## src/rtl/capture_sequencer.sv

```systemverilog
// Frame sequencer for a periodic laser-triggered ADC capture: fire, fill, drain, hold off.
// Optional watchdog: define CAPTURE_TIMEOUT_EN to enable the no-progress timeout and FAULT state.
module capture_sequencer #(
  parameter int BEATS_IN       = 128,
  parameter int SAMPLES_OUT    = 1024,
  parameter int PERIOD_W       = 24,
  parameter int TIMEOUT_CYCLES = 4096
) (
  input  logic                s00_axis_aclk,
  input  logic                s00_axis_aresetn,
  input  logic                enable,
  input  logic                single_shot,
  input  logic [PERIOD_W-1:0] period,
  input  logic                adc_tvalid,
  input  logic                out_tvalid,
  input  logic                out_tready,
  input  logic                out_tlast,
  input  logic                clear_err,
  output logic                laser_trigger,
  output logic                capture_active,
  output logic                frame_done,
  output logic [15:0]         frame_count,
  output logic                busy,
  output logic                timeout_err
);

  localparam int BEAT_W = $clog2(BEATS_IN + 1);
  localparam int SAMP_W = $clog2(SAMPLES_OUT + 1);

  typedef enum logic [2:0] {
    S_IDLE, S_FIRE, S_FILL, S_DRAIN, S_HOLDOFF, S_FAULT
  } state_t;

  state_t              r_state;
  state_t              w_next_state;
  logic [BEAT_W-1:0]   r_beat_cnt;
  logic [SAMP_W-1:0]   r_samp_cnt;
  logic [PERIOD_W-1:0] r_period_cnt;
  logic [15:0]         r_frame_count;
  logic                r_laser_trigger;
  logic                r_capture_active;
  logic                r_frame_done;
  logic                r_busy;

  logic                w_beat;
  logic                w_hs;
  logic                w_fill_done;
  logic                w_frame_end;
  logic [PERIOD_W-1:0] w_period_eff;
  logic                w_period_up;
  logic                w_wd_expire;
  logic                w_trigger_d;
  logic                w_active_d;
  logic                w_busy_d;

  assign w_beat       = (r_state == S_FILL) && adc_tvalid;
  assign w_hs         = (r_state == S_DRAIN) && out_tvalid && out_tready;
  assign w_fill_done  = w_beat && (r_beat_cnt == BEAT_W'(BEATS_IN - 1));
  assign w_frame_end  = w_hs && (out_tlast || (r_samp_cnt == SAMP_W'(SAMPLES_OUT - 1)));
  // A zero period behaves as one so the threshold below never underflows.
  assign w_period_eff = (period == '0) ? PERIOD_W'(1) : period;
  assign w_period_up  = (r_period_cnt >= (w_period_eff - PERIOD_W'(1)));

`ifdef CAPTURE_TIMEOUT_EN
  localparam int WD_W = $clog2(TIMEOUT_CYCLES + 1);

  logic [WD_W-1:0] r_wd_cnt;
  logic            r_timeout_err;
  logic            w_in_capture;
  logic            w_progress;

  assign w_in_capture = (r_state == S_FILL) || (r_state == S_DRAIN);
  assign w_progress   = w_beat || w_hs;
  assign w_wd_expire  = w_in_capture && !w_progress && (r_wd_cnt == WD_W'(TIMEOUT_CYCLES - 1));

  always_ff @(posedge s00_axis_aclk or negedge s00_axis_aresetn) begin
    if (!s00_axis_aresetn) begin
      r_wd_cnt      <= '0;
      r_timeout_err <= 1'b0;
    end else begin
      r_wd_cnt      <= (!w_in_capture || w_progress) ? '0 : r_wd_cnt + WD_W'(1);
      r_timeout_err <= (w_next_state == S_FAULT);
    end
  end

  assign timeout_err = r_timeout_err;
`else
  assign w_wd_expire = 1'b0;
  assign timeout_err = 1'b0;
`endif

  // NOTE: every signal assigned in an always_comb gets a default first, so no latch is inferred.
  always_comb begin
    w_next_state = r_state;
    case (r_state)
      S_IDLE:    if (enable || single_shot) w_next_state = S_FIRE;
      S_FIRE:    w_next_state = S_FILL;
      S_FILL:    if (w_fill_done)       w_next_state = S_DRAIN;
                 else if (w_wd_expire)  w_next_state = S_FAULT;
      S_DRAIN:   if (w_frame_end)       w_next_state = S_HOLDOFF;
                 else if (w_wd_expire)  w_next_state = S_FAULT;
      S_HOLDOFF: if (!enable)           w_next_state = S_IDLE;
                 else if (w_period_up)  w_next_state = S_FIRE;
      S_FAULT:   if (clear_err)         w_next_state = S_IDLE;
      default:   w_next_state = S_IDLE;
    endcase
  end

  // Outputs are decoded from the next state and registered, so they line up with the state.
  always_comb begin
    w_trigger_d = (w_next_state == S_FIRE);
    w_active_d  = (w_next_state == S_FILL) || (w_next_state == S_DRAIN);
    w_busy_d    = (w_next_state != S_IDLE);
  end

  // NOTE: sequential state uses non-blocking assignments so all flops update together at the edge.
  always_ff @(posedge s00_axis_aclk or negedge s00_axis_aresetn) begin
    if (!s00_axis_aresetn) begin
      r_state          <= S_IDLE;
      r_beat_cnt       <= '0;
      r_samp_cnt       <= '0;
      r_period_cnt     <= '0;
      r_frame_count    <= '0;
      r_laser_trigger  <= 1'b0;
      r_capture_active <= 1'b0;
      r_frame_done     <= 1'b0;
      r_busy           <= 1'b0;
    end else begin
      r_state          <= w_next_state;
      r_laser_trigger  <= w_trigger_d;
      r_capture_active <= w_active_d;
      r_frame_done     <= w_frame_end;
      r_busy           <= w_busy_d;
      r_frame_count    <= r_frame_count + 16'(w_frame_end);

      if (w_next_state == S_FIRE) begin
        r_beat_cnt   <= '0;
        r_samp_cnt   <= '0;
        r_period_cnt <= '0;
      end else begin
        if (w_beat) r_beat_cnt <= r_beat_cnt + BEAT_W'(1);
        if (w_hs)   r_samp_cnt <= r_samp_cnt + SAMP_W'(1);
        if (r_period_cnt != '1) r_period_cnt <= r_period_cnt + PERIOD_W'(1);
      end
    end
  end

  assign laser_trigger  = r_laser_trigger;
  assign capture_active = r_capture_active;
  assign frame_done     = r_frame_done;
  assign frame_count    = r_frame_count;
  assign busy           = r_busy;

endmodule

```

## config.mk

```make
export PLATFORM = sky130hd
export DESIGN_NAME = capture_sequencer
export DESIGN_NICKNAME = d
export VERILOG_FILES = /design/src/rtl/capture_sequencer.sv
export SDC_FILE = /design/constraint.sdc
export NUM_CORES = 1
export LEC_CHECK = 0
export ABC_AREA = 1
export CAP_MARGIN = 15
export CORE_MARGIN = 4
export CORE_UTILIZATION = 45
export CTS_CLUSTER_DIAMETER = 200
export DETAILED_ROUTE_END_ITERATION = 10
export PLACE_DENSITY = 0.77
export SLEW_MARGIN = 10
export SYNTH_ARGS = -nofsm -noshare
export SYNTH_HDL_FRONTEND = slang
export SYNTH_SLANG_ARGS = --single-unit
```

## constraint.sdc

```tcl
create_clock -name s00_axis_aclk -period 2.6 [get_ports s00_axis_aclk]
set_input_delay 0.65 -clock s00_axis_aclk [delete_from_list [all_inputs] [get_ports s00_axis_aclk]]
set_output_delay 0.65 -clock s00_axis_aclk [all_outputs]
set_load 0.05 [all_outputs]
```

==> out/qor.txt, run 1 <==
Final total power = 0.00491 W
Final HPWL DP = 8290 um
Flop and latch count out of synthesis = 66
Layout cell share with drive strength beyond 1 = 0.341
Post-Syn Instances = 579
Core region area = 9680 um2
Hold buffers post-CTS = 0
Area growth syn-to-layout = 50.7%
Hold Violations, Final = 0
Skew-Pair Late Insertion Delay = 0.36 ns
Worst Clk Skew = 0.0105 ns
Antenna fix cells = 0
Wirelength per Cell = 15.1 um
Clock network fraction of total power = 0.196
Largest net degree at the start of global routing = 67
CP Max Fanout = 5
Mapped Nets = 642
Number of global-route vias before repair = 4,555
Area contributors post-synth = dfrtp_1 (37%), nand2_1 (10%), nor2_1 (8.9%)
Worst vdd ir = 0.348 mV
Die height = 107 um
Cell-internal power = 0.00289 W
Routability Congestion = 0.839
ANT nets after route = 0
Max Used Layer = met4
Filler Cells Inserted = 737
Critical path's largest stage delay = 0.27 ns
Fin util = 0.692
Post-synth ARST share = 1.00
Max Freq = 0.278 GHz
Num rows = 36
Via count = 4,468
Synthesis Warnings = 0
Worst setup path category = input pin to flip-flop
Die X-Extent = 107 um
Synth area leader = dfrtp_1
WP data required = 2.84 ns
Max Cap Violations = 0
Routed wire length = 13,200 um
Startpoint Class = input pin
Count leader, synth = nand2_1
Post-Syn Area = 4450 um2
Status = finished, violations left
Top cells by count, synth = nand2_1 (123), nor2_1 (106), inv_1 (68), dfrtp_1 (66), xor2_1 (38)
Global-route usage over all layers = 0.226
Mean Syn Cell Area = 7.68 um2
Wire length on met3 = 672 um
DR iter-0 viols = 375
IO Port Bufs = 52
CP Capture Type = flip-flop
Clk slew on worst S/H paths = 0.07 ns
IO Pins = 54
Slew Limit Fails = 0
Worst path slowest cell = ha_4
DR DRC count = 0
Clk root buf = clkbuf_8
Sink Count = 66
Logic pwr share = 0.464
Die Area = 11,500 um2
Failing checks = setup timing
Register area share after synthesis = 0.371
Minimum setup slack in the final design = -0.994 ns
Final Non-Filler Cells = 874
CTS Buf Count = 9
Initial antenna violation count = 0
Drt pass-1 iters = 5
Power Density = 732 nW/um2
TritonCTS clock tree = done
Sw frac = 0.412
EDFF count, synth = 0
Total congestion overflow = 0
CTS max path bufs = 2
Routed vias/inst = 5.11
Switch Pwr = 0.00202 W
Met1 WL = 5060 um
Top FF cell, synth = dfrtp_1
H-tree levels = 3
Sequential power share = 0.340
Worst hold path class = input pin to async pin
Final Cycle Share = 1.38
Leakage = 3.17 nW
Final critical-path required period = 3.59 ns
Critical Path AT = 3.83 ns
Starting Density = 0.459
Met2 WL = 6980 um
Max transition margin = 0.650
Placed Cells incl. Taps = 820
R2r setup slk = 0.14 ns
Netlist cell types = 38
Crit path top cell by count = nand2_2
Final setup fails = 47
Area share of the largest cell type after synthesis = 0.371
Area after DPL = 5640 um2
Design Area, Final = 6710 um2
Total Nets Final = 799
Slew @ Worst Pin = 0.524 ns
RSZ-0062 raised after global routing = true
First-pass GRT wire length = 20,900 um
Setup TNS = -42.76 ns
==> critical path, delay by kind of cell <==
kind,cells,cell delay (ns)
buffers and inverters,7,0.83
adders and majority gates,2,0.44
xor gates and xnor gates,1,0.12
and+or+nand+nor,18,1.77
==> what timing repair did <==
action,in CTS,in global routing
pin swaps,51,59
endpoints found under the setup margin,49,52
gates resized for setup,132,89
buffers inserted,25,13
cloned,7,0
endpoints found under the hold margin,0,0
==> registers in the layout (all words and copies together), names as in the netlist <==
signal          cells
r_period_cnt       24
frame_count        16
r_samp_cnt         11
r_beat_cnt          8
r_state             3
busy                1
capture_active      1
frame_done          1
laser_trigger       1
==> stage by stage <==
step | hold WS [ns] | setup slack, ns
2_1_floorplan | 0.354 | -0.816
3_5_place_dp | 0.487 | -1.65
6_report | 0.298 | -0.994
3_3_place_gp | 0.482 | -1.52
4_1_cts | 0.317 | -0.992
5_1_grt | 0.337 | -1.21
==> worst paths after layout <==
kind	start	end	depth (start not counted)
max	period[21]	r_samp_cnt[6]	28
min	s00_axis_aresetn	frame_count[3]	2
max reg2reg	r_samp_cnt[1]	frame_count[12]	16
min reg2reg	frame_count[15]	frame_count[15]	1
max in group asynchronous	s00_axis_aresetn	r_period_cnt[20]	2
min in group s00_axis_aclk	frame_count[15]	frame_count[15]	1
==> layout make-up <==
type / instances / area, um2 / area share
Multi-Input combinational cell: 437 / 3020 / 0.451
Sequential cell: 66 / 1650 / 0.246
Tap cell: 133 / 166 / 0.0248
Clock inverter: 6 / 90.1 / 0.0134
Timing Repair Buffer: 152 / 1380 / 0.206
Clock buffer: 10 / 128 / 0.0190
Inverter: 70 / 267 / 0.0397
==> cell families after synthesis <==
group	count (synthesis)	synth area share
mux	3	0.00703
flops	66	0.371
buf+inv	76	0.0734
xor+xnor	51	0.100
other cells	1	0.000843
fa+ha+maj	30	0.0844
simple gates	324	0.325
compound gates	28	0.0377
==> cells in the final DEF (no fill, tap or decap), types with 8 or more instances in the layout <==
| master | instances |
|---|---|
| xor2_1 | 36 |
| nand4_1 | 15 |
| buf_4 | 85 |
| nand2_2 | 9 |
| nor2_1 | 55 |
| ha_1 | 24 |
| inv_1 | 63 |
| o21ai_0 | 8 |
| nand3_2 | 8 |
| clkdlybuf4s50_1 | 27 |
| xnor2_1 | 12 |
| nor2_4 | 27 |
| nor2_2 | 34 |
| clkbuf_8 | 9 |
| dfrtp_1 | 66 |
| buf_2 | 9 |
| nand3_1 | 29 |
| nand2_1 | 113 |
==> per-layer routing <==
metal,vias up,global-route usage
met5,-,0
met4,0,0.102
met3,45,0.0258
met2,165,0.421
met1,2093,0.256
li1,2165,-
==> power groups by stage <==
stage	Sequential [W]	Clock, W	Combinational [W]
6_report	0.00167	0.000961	0.00228
5_1_grt	0.00171	0.00101	0.00249
4_1_cts	0.00164	0.000965	0.00212
3_5_place_dp	0.00165	0	0.00161
3_3_place_gp	0.00163	0	0.00151
2_1_floorplan	0.00171	0	0.00101
Note: power is estimated with default switching activity, not from simulation.
==> run 2, diff against run 1 <==
Settings changed: SLEW_MARGIN 10 to not set, TNS_END_PERCENT set to 5.
==> out/qor.txt, run 2 (same netlist as run 1, synthesis figures left out) <==
Status = finished, violations left
Failing checks = setup timing
Filler Cells Inserted = 720 (-2.3%)
Power Density = 718 nW/um2 (-1.8%)
WP data required = 2.89 ns (+0.05 ns)
Slew @ Worst Pin = 0.526 ns (+0.00199 ns)
Number of global-route vias before repair = 4,547 (-0.18%)
Depth of the worst register-to-register path = 16 (unchanged)
Wirelength per Cell = 14.5 um (-3.6%)
Terminus of the critical flop-to-flop path = frame_count[14]
Worst setup path category = input pin to flip-flop
Design Area, Final = 6620 um2 (-1.3%)
Core region area = 9680 um2 (unchanged)
H-tree levels = 3 (unchanged)
Sequential Area = 1650 um2 (unchanged)
Startpoint Class = input pin
TritonCTS clock tree = done
Commonest non-fill, non-tap cell in the layout = nand2_1
Die X-Extent = 107 um (unchanged)
CTS max path bufs = 2 (unchanged)
Routed vias/inst = 5.05 (-1.3%)
Global-route usage over all layers = 0.215 (-0.0109)
Die height = 107 um (unchanged)
Worst Clk Skew = 0.00928 ns (-0.00120 ns)
Final setup fails = 48 (+2.1%)
Clk root buf = clkbuf_8
Setup TNS = -43.67 ns (-0.912 ns)
Crit path launch = period[21]
Worst r2r src = r_samp_cnt[1]
Final Cycle Share = 1.38 (-0.00560)
Max Cap Violations = 0 (unchanged)
ANT nets after route = 0 (unchanged)
First-pass GRT wire length = 20,100 um (-3.6%)
Leakage = 3.16 nW (-0.15%)
Final total power = 0.00475 W (-3.2%)
Total congestion overflow = 0 (unchanged)
Skew-Pair Late Insertion Delay = 0.36 ns (about the same)
Initial antenna violation count = 0 (unchanged)
CTS Buf Count = 9 (unchanged)
Sink Count = 66 (unchanged)
Clk slew on worst S/H paths = 0.08 ns (about the same)
Final critical-path required period = 3.58 ns (-0.0146 ns)
IO Port Bufs = 52 (unchanged)
Minimum setup slack in the final design = -0.979 ns (+0.0146 ns)
Starting Density = 0.459 (unchanged)
Via count = 4,411 (-1.3%)
Routability Congestion = 0.880 (+4.8%)
Max reg flops = 24 (unchanged)
Worst vdd ir = 0.674 mV (+94%)
Area after DPL = 5620 um2 (-0.38%)
Hold Violations, Final = 0 (unchanged)
Hold buffers post-CTS = 0 (unchanged)
RSZ-0062 raised after global routing = true
Critical Path AT = 3.87 ns (+0.04 ns)
Layout cell share with drive strength beyond 1 = 0.325 (-0.0162)
Num rows = 36 (unchanged)
IO Pins = 54 (unchanged)
Most frequent cells in the layout = nand2_1 (113), buf_4 (88), dfrtp_1 (66), inv_1 (65), nor2_1 (62)
Final HPWL DP = 7950 um (-4.1%)
Max Freq = 0.279 GHz (+0.41%)
Drt pass-1 iters = 4 (-1)
R2r setup slk = 0.01 ns (-0.13 ns)
Slew Limit Fails = 0 (unchanged)
Area growth syn-to-layout = 48.7%
Reg with most FFs = r_period_cnt
DR DRC count = 0 (unchanged)
CP Max Fanout = 6 (+1)
Routed wire length = 12,700 um (-3.6%)
Max transition margin = 0.648 (-0.00133)
CP Capture Type = flip-flop
Total Nets Final = 799 (unchanged)
CP Capture Point = r_period_cnt[4]
Multi-input logic area = 2860 um2 (-5.3%)
DR iter-0 viols = 207 (-45%)
Largest net degree at the start of global routing = 67 (unchanged)
Worst hold path class = input pin to async pin
Antenna fix cells = 0 (unchanged)
Die Area = 11,500 um2 (unchanged)
-- run 2: cell types whose count changed in the layout (fill, tap and decap cells not counted), moves of 3 or more --
| cell | before | now |
|---|---|---|
| clkbuf_16 | 0 | 3 |
| clkdlybuf4s15_1 | 4 | 0 |
| nand2_4 | 5 | 2 |
| ha_1 | 24 | 28 |
| buf_16 | 3 | 0 |
| ha_4 | 5 | 2 |
| nor2_4 | 27 | 20 |
| buf_2 | 9 | 2 |
| buf_4 | 85 | 88 |
| buf_6 | 6 | 17 |
| nor2_1 | 55 | 62 |
| nand2_2 | 9 | 12 |
-- run 2: worst max-delay path, cell delays in order --
cell       delay, ns
buf_6           0.10
nor4_4          0.25
buf_4           0.16
nand4_1         0.16
buf_4           0.19
buf_6           0.10
buf_6           0.11
buf_6           0.10
buf_4           0.11
nand4_1         0.09
xor2_1          0.21
ha_1            0.29
a21o_1          0.19
nor2_1          0.08
nand2_1         0.07
a21oi_2         0.25
nand2_2         0.08
nand2_2         0.10
nand2_2         0.06
nand2_2         0.07
nor2_4          0.06
buf_12          0.14
clkbuf_16       0.15
nor2_1          0.09
-- run 2: how the worst min path moves through the flow --
stage	startpoint	end	slack (ns)	cells past startpoint
global placement	frame_count[15]	frame_count[15]	0.46	1
detailed placement	frame_count[15]	frame_count[15]	0.47	1
finish	s00_axis_aresetn	r_samp_cnt[5]	0.30	2
CTS	s00_axis_aresetn	r_samp_cnt[5]	0.31	2
floorplan	s00_axis_aresetn	busy	0.35	0
global route	s00_axis_aresetn	r_samp_cnt[5]	0.31	2
-- run 2: where the power goes --
group	switching (W)	total (W)	internal (W)	leakage, nW
Clock	0.000435	0.00108	0.000645	0.120
Sequential	0.000332	0.00164	0.00130	0.859
Combinational	0.00112	0.00204	0.000918	2.18
Total	0.00189	0.00475	0.00287	3.16
-- run 2: cell type report --
| cell class | instances | share of cell area |
|---|---|---|
| Clock buffer | 9 | 0.0187 |
| Clock inverter | 7 | 0.0187 |
| Inverter | 70 | 0.0405 |
| Multi-Input combinational cell | 437 | 0.433 |
| Sequential cell | 66 | 0.250 |
| Tap cell | 133 | 0.0252 |
| Timing Repair Buffer | 152 | 0.214 |
-- run 2: layer usage --
layer | vias up | GRT usage | part of all wire
li1 | 2175 | - | -
met3 | 35 | 0.0282 | 0.037
met2 | 124 | 0.390 | 0.52
met5 | - | 0 | 0
met1 | 2077 | 0.255 | 0.41
met4 | 0 | 0.0866 | 0.031
-- run 2: through the flow --
stage	hold WS, ns	setup WS (ns)	instances	util
3_5_place_dp	0.466	-1.48	817	0.580
4_1_cts	0.307	-0.844	867	0.648
3_3_place_gp	0.461	-1.38	817	0.580
5_1_grt	0.314	-1.15	874	0.683
2_1_floorplan	0.354	-0.817	579	-
6_report	0.298	-0.979	874	0.683
-- run 2: what timing repair did --
action	CTS	global route
buffers inserted	31	9
endpoints found under the setup margin	48	52
gates cloned	3	3
gates resized for setup	96	114
pin swaps	30	42
